**src/rtl/adder32_err_monitor.sv**
```systemverilog
// Error monitor for an approximate 32-bit adder: recomputes the exact sum of each
// accepted (a, b) pair and accumulates error metrics over a window of WINDOW samples.
module adder32_err_monitor #(
  parameter int unsigned DATA_WIDTH = 32,
  parameter int unsigned WINDOW     = 1000,
  parameter int unsigned CNT_WIDTH  = 16,
  parameter int unsigned ACC_WIDTH  = 48
) (
  input  logic                  clk,
  input  logic                  rst_n,
  input  logic                  start,
  input  logic                  in_valid,
  output logic                  in_ready,
  input  logic [DATA_WIDTH-1:0] a,
  input  logic [DATA_WIDTH-1:0] b,
  input  logic [DATA_WIDTH:0]   r,
  output logic                  busy,
  output logic                  done,
  output logic [CNT_WIDTH-1:0]  sample_count,
  output logic [CNT_WIDTH-1:0]  err_count,
  output logic [DATA_WIDTH:0]   max_ed,
  output logic [ACC_WIDTH-1:0]  sum_ed
);

  typedef enum logic [1:0] {StIdle, StRun, StDrain, StDone} state_e;

  state_e                state_q;
  logic                  in_ready_q, busy_q, done_q;

  logic                  s1_valid_q;
  logic [DATA_WIDTH-1:0] s1_a_q, s1_b_q;
  logic [DATA_WIDTH:0]   s1_r_q;
  logic                  s2_valid_q;
  logic [DATA_WIDTH:0]   ed_q;

  logic [CNT_WIDTH-1:0]  sample_count_q, err_count_q;
  logic [DATA_WIDTH:0]   max_ed_q;
  logic [ACC_WIDTH-1:0]  sum_ed_q;

  logic                  accept, last_accept, clear;
  logic [DATA_WIDTH:0]   exact, ed_d;
  logic [ACC_WIDTH:0]    sum_wide;
  logic [ACC_WIDTH-1:0]  sum_sat;

  assign accept      = in_valid & in_ready_q;
  assign last_accept = accept && (sample_count_q == CNT_WIDTH'(WINDOW - 1));
  // A start is only honoured from IDLE or DONE; the pipeline is empty there.
  assign clear       = start && ((state_q == StIdle) || (state_q == StDone));

  // Exact sum and absolute error distance of the sample held in stage 1.
  always_comb begin
    exact = {1'b0, s1_a_q} + {1'b0, s1_b_q};
    ed_d  = (s1_r_q >= exact) ? (s1_r_q - exact) : (exact - s1_r_q);
  end

  // Saturating accumulate: one extra bit catches the overflow.
  always_comb begin
    sum_wide = {1'b0, sum_ed_q} + {{(ACC_WIDTH - DATA_WIDTH){1'b0}}, ed_q};
    sum_sat  = sum_wide[ACC_WIDTH] ? {ACC_WIDTH{1'b1}} : sum_wide[ACC_WIDTH-1:0];
  end

  // Window control FSM with registered handshake and status outputs.
  always_ff @(posedge clk or negedge rst_n) begin
    if (!rst_n) begin
      state_q    <= StIdle;
      in_ready_q <= 1'b0;
      busy_q     <= 1'b0;
      done_q     <= 1'b0;
    end else begin
      done_q <= 1'b0;
      unique case (state_q)
        StIdle, StDone: begin
          if (start) begin
            state_q    <= StRun;
            in_ready_q <= 1'b1;
            busy_q     <= 1'b1;
          end
        end
        StRun: begin
          if (last_accept) begin
            state_q    <= StDrain;
            in_ready_q <= 1'b0;
          end
        end
        StDrain: begin
          // Stage 1 empty means the last sample is in stage 2 and lands this edge.
          if (!s1_valid_q) begin
            state_q <= StDone;
            busy_q  <= 1'b0;
            done_q  <= 1'b1;
          end
        end
        default: state_q <= StIdle;
      endcase
    end
  end

  // Two-stage sample pipeline: capture operands, then error distance.
  always_ff @(posedge clk or negedge rst_n) begin
    if (!rst_n) begin
      s1_valid_q <= 1'b0;
      s1_a_q     <= '0;
      s1_b_q     <= '0;
      s1_r_q     <= '0;
      s2_valid_q <= 1'b0;
      ed_q       <= '0;
    end else begin
      s1_valid_q <= accept;
      if (accept) begin
        s1_a_q <= a;
        s1_b_q <= b;
        s1_r_q <= r;
      end
      s2_valid_q <= s1_valid_q;
      if (s1_valid_q) begin
        ed_q <= ed_d;
      end
    end
  end

  // Metric accumulation; cleared on an honoured start.
  always_ff @(posedge clk or negedge rst_n) begin
    if (!rst_n) begin
      sample_count_q <= '0;
      err_count_q    <= '0;
      max_ed_q       <= '0;
      sum_ed_q       <= '0;
    end else if (clear) begin
      sample_count_q <= '0;
      err_count_q    <= '0;
      max_ed_q       <= '0;
      sum_ed_q       <= '0;
    end else begin
      if (accept) begin
        sample_count_q <= sample_count_q + CNT_WIDTH'(1);
      end
      if (s2_valid_q) begin
        if (ed_q != '0) begin
          err_count_q <= err_count_q + CNT_WIDTH'(1);
        end
        if (ed_q > max_ed_q) begin
          max_ed_q <= ed_q;
        end
        sum_ed_q <= sum_sat;
      end
    end
  end

  assign in_ready     = in_ready_q;
  assign busy         = busy_q;
  assign done         = done_q;
  assign sample_count = sample_count_q;
  assign err_count    = err_count_q;
  assign max_ed       = max_ed_q;
  assign sum_ed       = sum_ed_q;

endmodule

```
**config.mk**
```make
export PLATFORM = sky130hd
export DESIGN_NAME = adder32_err_monitor
export DESIGN_NICKNAME = d
export VERILOG_FILES = /design/src/rtl/adder32_err_monitor.sv
export SDC_FILE = /design/constraint.sdc
export NUM_CORES = 1
export LEC_CHECK = 0
export ABC_AREA = 1
export BUFFER_PORTS_ARGS = -buffer_cell sky130_fd_sc_hd__buf_2
export CORE_MARGIN = 8
export CORE_UTILIZATION = 54
export DETAILED_ROUTE_END_ITERATION = 8
export PLACE_DENSITY = 0.74
export SLEW_MARGIN = 10
export SYNTH_ARGS = -nofsm -noshare
export SYNTH_HDL_FRONTEND = slang
export SYNTH_SLANG_ARGS = --single-unit
```
**constraint.sdc**
```tcl
create_clock -name clk -period 5.6 [get_ports clk]
set_clock_uncertainty 0.1 [all_clocks]
set_input_delay 0.56 -clock clk [delete_from_list [all_inputs] [get_ports clk]]
set_output_delay 0.56 -clock clk [all_outputs]
set_load 0.01 [all_outputs]
```
==> metrics.yaml <==
routing:
  first_pass_iters: 5
  drt_iter0_drc: 1591
  routed_via_density: 5.160
  drtAntennaViolNets: 0
  wl_um: 66400
  wl_per_cell_um: 15.46
  vias: 22160
  drcViolationCount: 0
finish:
  final_util_pct: 60.95
  final_cell_mix: "nand2_1 (1546), inv_1 (566), dfrtp_1 (250), buf_2 (215), nor2_1 (211)"
  fill_cells: 4130
  final_cells: 4294
  syn_to_final_growth_pct: 10.93
  diodes: 0
  final_common_cell: "nand2_1"
  drive_above_1_share_pct: 8.358
  nets: 4019
worst_setup_path:
  crit_chain: "ha_1, inv_1, fa_1, nand3b_1, nand2_1, a21oi_2, o21ai_1, nand2_1, nand2_1, nand3_1, nand2_1, a21oi_1, ha_1, nand2_1, o21ai_0, a21oi_1, nand3_2, a21oi_2, buf_4, o21ai_0, nand2_1, nand2_1, nand2_1"
  cp.required_ps: 6030
  startpoint_type: "flop"
  cp_slowest_cell: "ha_1"
  crit_buf_inv: 2
  setup.worst_path.class: "reg -> reg"
  critical_path.startpoint: "s1_a_q[0]"
  crit_path_end_kind: "flop"
  crit_top_cell: "nand2_1"
  r2r_start: "s1_a_q[0]"
  cp_max_fo: 31
  crit_path_max_incr_delay_ps: 400
  cp_top_family: "simple AND/OR/NAND/NOR gates"
  arrival_ps: 4810
yosys:
  synth_fp_nets: 3844
  synthArstFlopShare_pct: 100.0
  ys_top_cells_by_area: "dfrtp_1 (29%), nand2_1 (27%), inv_1 (9.7%)"
  netlist.area_leader.share_pct: 28.59
  yosysSeqAreaShare_pct: 28.59
  yosys_warnings: 0
  synth_edf_count: 0
  ys_ff_latch: 250
  yosysTopAreaCell: "dfrtp_1"
  syn_area_sq_um: 21880
  syn-instance-count: 3572
  ys.flop_type: "dfrtp_1"
  synth_cell_types: 46
  avgSynthCellArea_sq_um: 6.125
timing:
  tightest_slew_ps: 1195
  hold_viol_final: 0
  fmax_mhz: 228.5
  rsz0062_at_grt: "no"
  relSlewSlack_pct: 20.12
  fin_crit_ps: 4377
  drv_slew: 0
  tns_ps: 0
  setup_viol: 0
  finalCritPeriodShare_pct: 78.16
floorplan:
  num_io_pins: 217
  core_area_sq_um: 39820
  die_x_um: 217.3
  die_height_um: 217.3
  row_count: 73
  start_util_pct: 54.94
  dieArea_sq_um: 47210
cts:
  cts_sinks: 250
  cts_tree: "done"
  ctsLongestPathBuffers: 3
  post_cts_buffers: 0
  cts_made_buffers: 29
  clockRootBuffer: "clkbuf_16"
  clk_latency_ps: 590
  clk_pin_slew_ps: 70
  htree_levels: 1
hold_path:
  hold_start: "b[18]"
  hold_class: "in -> reg"
global_route:
  use_met1_pct: 33.72
  grt_pass1_vias: 21610
  grt_max_degree: 109
  grt_pass1_wl_um: 108000
  top_usage_layer: "met2"
  antenna_found_initial: 0
  use_met3_pct: 3.037
  grt_usage_pct: 27.67
  overflow: 0
  use_met2_pct: 48.05
placement:
  hpwl_um: 53620
  place.gp.congestion: 1.014
  port_buffers: 216
  dp_cells: 4240
flow_run:
  cap_violations: 0
outcome:
  outcome: "complete, no violations"
==> flip-flops by register name, summed over array words and instances, names as in the netlist <==
name / cells
sample_count: 16
err_count: 16
done: 1
s1_b_q: 32
s1_valid_q: 1
busy: 1
in_ready: 1
max_ed: 33
s1_a_q: 32
s1_r_q: 33
ed_q: 33
sum_ed: 48
s2_valid_q: 1
state_q: 2
==> layer usage <==
metal	routed length, um	part of all wire (%)
met1	28290	43
met2	31340	47
met3	3119	4.7
met5	0	0
met4	3640	5.5
==> area by class of cell <==
cell class | count | area, sq um | share of cell area (%)
inverters | 576 | 2165 | 8.918
clock inverters | 16 | 115.1 | 0.4743
multi-input cells | 2661 | 13090 | 53.93
clock buffers | 37 | 785.8 | 3.237
flip-flops and latches | 250 | 6256 | 25.78
repair buffers | 229 | 1204 | 4.959
well taps | 525 | 656.9 | 2.706
==> synth_stat cells, types with 5 or more instances <==
cell type,n
xor2_1,81
inv_1,567
o21ai_0,117
inv_2,7
a21o_1,7
nand3b_1,12
o21a_1,6
nand4_1,68
dfrtp_1,250
nor4_1,16
nor3_1,26
or2_2,5
nor2_1,214
o21ai_1,10
clkbuf_1,46
nor2_2,10
buf_1,6
ha_1,167
nand2_1,1548
xnor2_1,10
nand3_1,195
a21oi_1,129
o21bai_1,8
buf_2,26
==> cells by family after synthesis <==
group | Yosys count | synth area share (%)
compound gates | 292 | 7.097
xor+xnor | 91 | 3.643
simple gates | 2107 | 39.09
fa+ha+maj | 171 | 9.917
buf+inv | 661 | 11.66
flops | 250 | 28.59
==> per-stage QoR <==
step,hold slack [ps],setup WS [ps],cell area (sq um)
floorplan,164.4,2064,21880
global route,75.40,792.7,24270
global placement,367.8,1319,23360
finish,79.81,1223,24270
CTS,56.02,1245,24270
detailed placement,372.1,1254,23360
==> path summary, 6_finish.rpt <==
| path | end | slack [ps] | cells past startpoint |
|---|---|---|---|
| min in group asynchronous | sum_ed[2] | 470 | 2 |
| max | ed_q[18] | 1220 | 23 |
| min | s1_b_q[18] | 80 | 3 |
| max reg2reg | ed_q[18] | 1220 | 23 |
| max in group asynchronous | s1_a_q[23] | 3830 | 3 |
| min reg2reg | s1_a_q[13] | 380 | 2 |
==> worst register-to-register path, stage by stage, from the launching register on <==
cell	delay, ps
dfrtp_1	360
ha_1	170
inv_1	50
fa_1	380
nand3b_1	170
nand2_1	130
a21oi_2	110
o21ai_1	330
nand2_1	90
nand2_1	200
nand3_1	160
nand2_1	130
a21oi_1	100
ha_1	400
nand2_1	240
o21ai_0	130
a21oi_1	200
nand3_2	130
a21oi_2	120
buf_4	320
o21ai_0	150
nand2_1	80
nand2_1	40
nand2_1	60
==> timing repair <==
action	CTS	global route
gates resized for setup	0	0
hold buffers	1	0
hold endpoints to repair	96	0
Power is left out: the tool's default activity adds up to more than one toggle a clock period on the data nets, which glitch-free logic cannot reach.
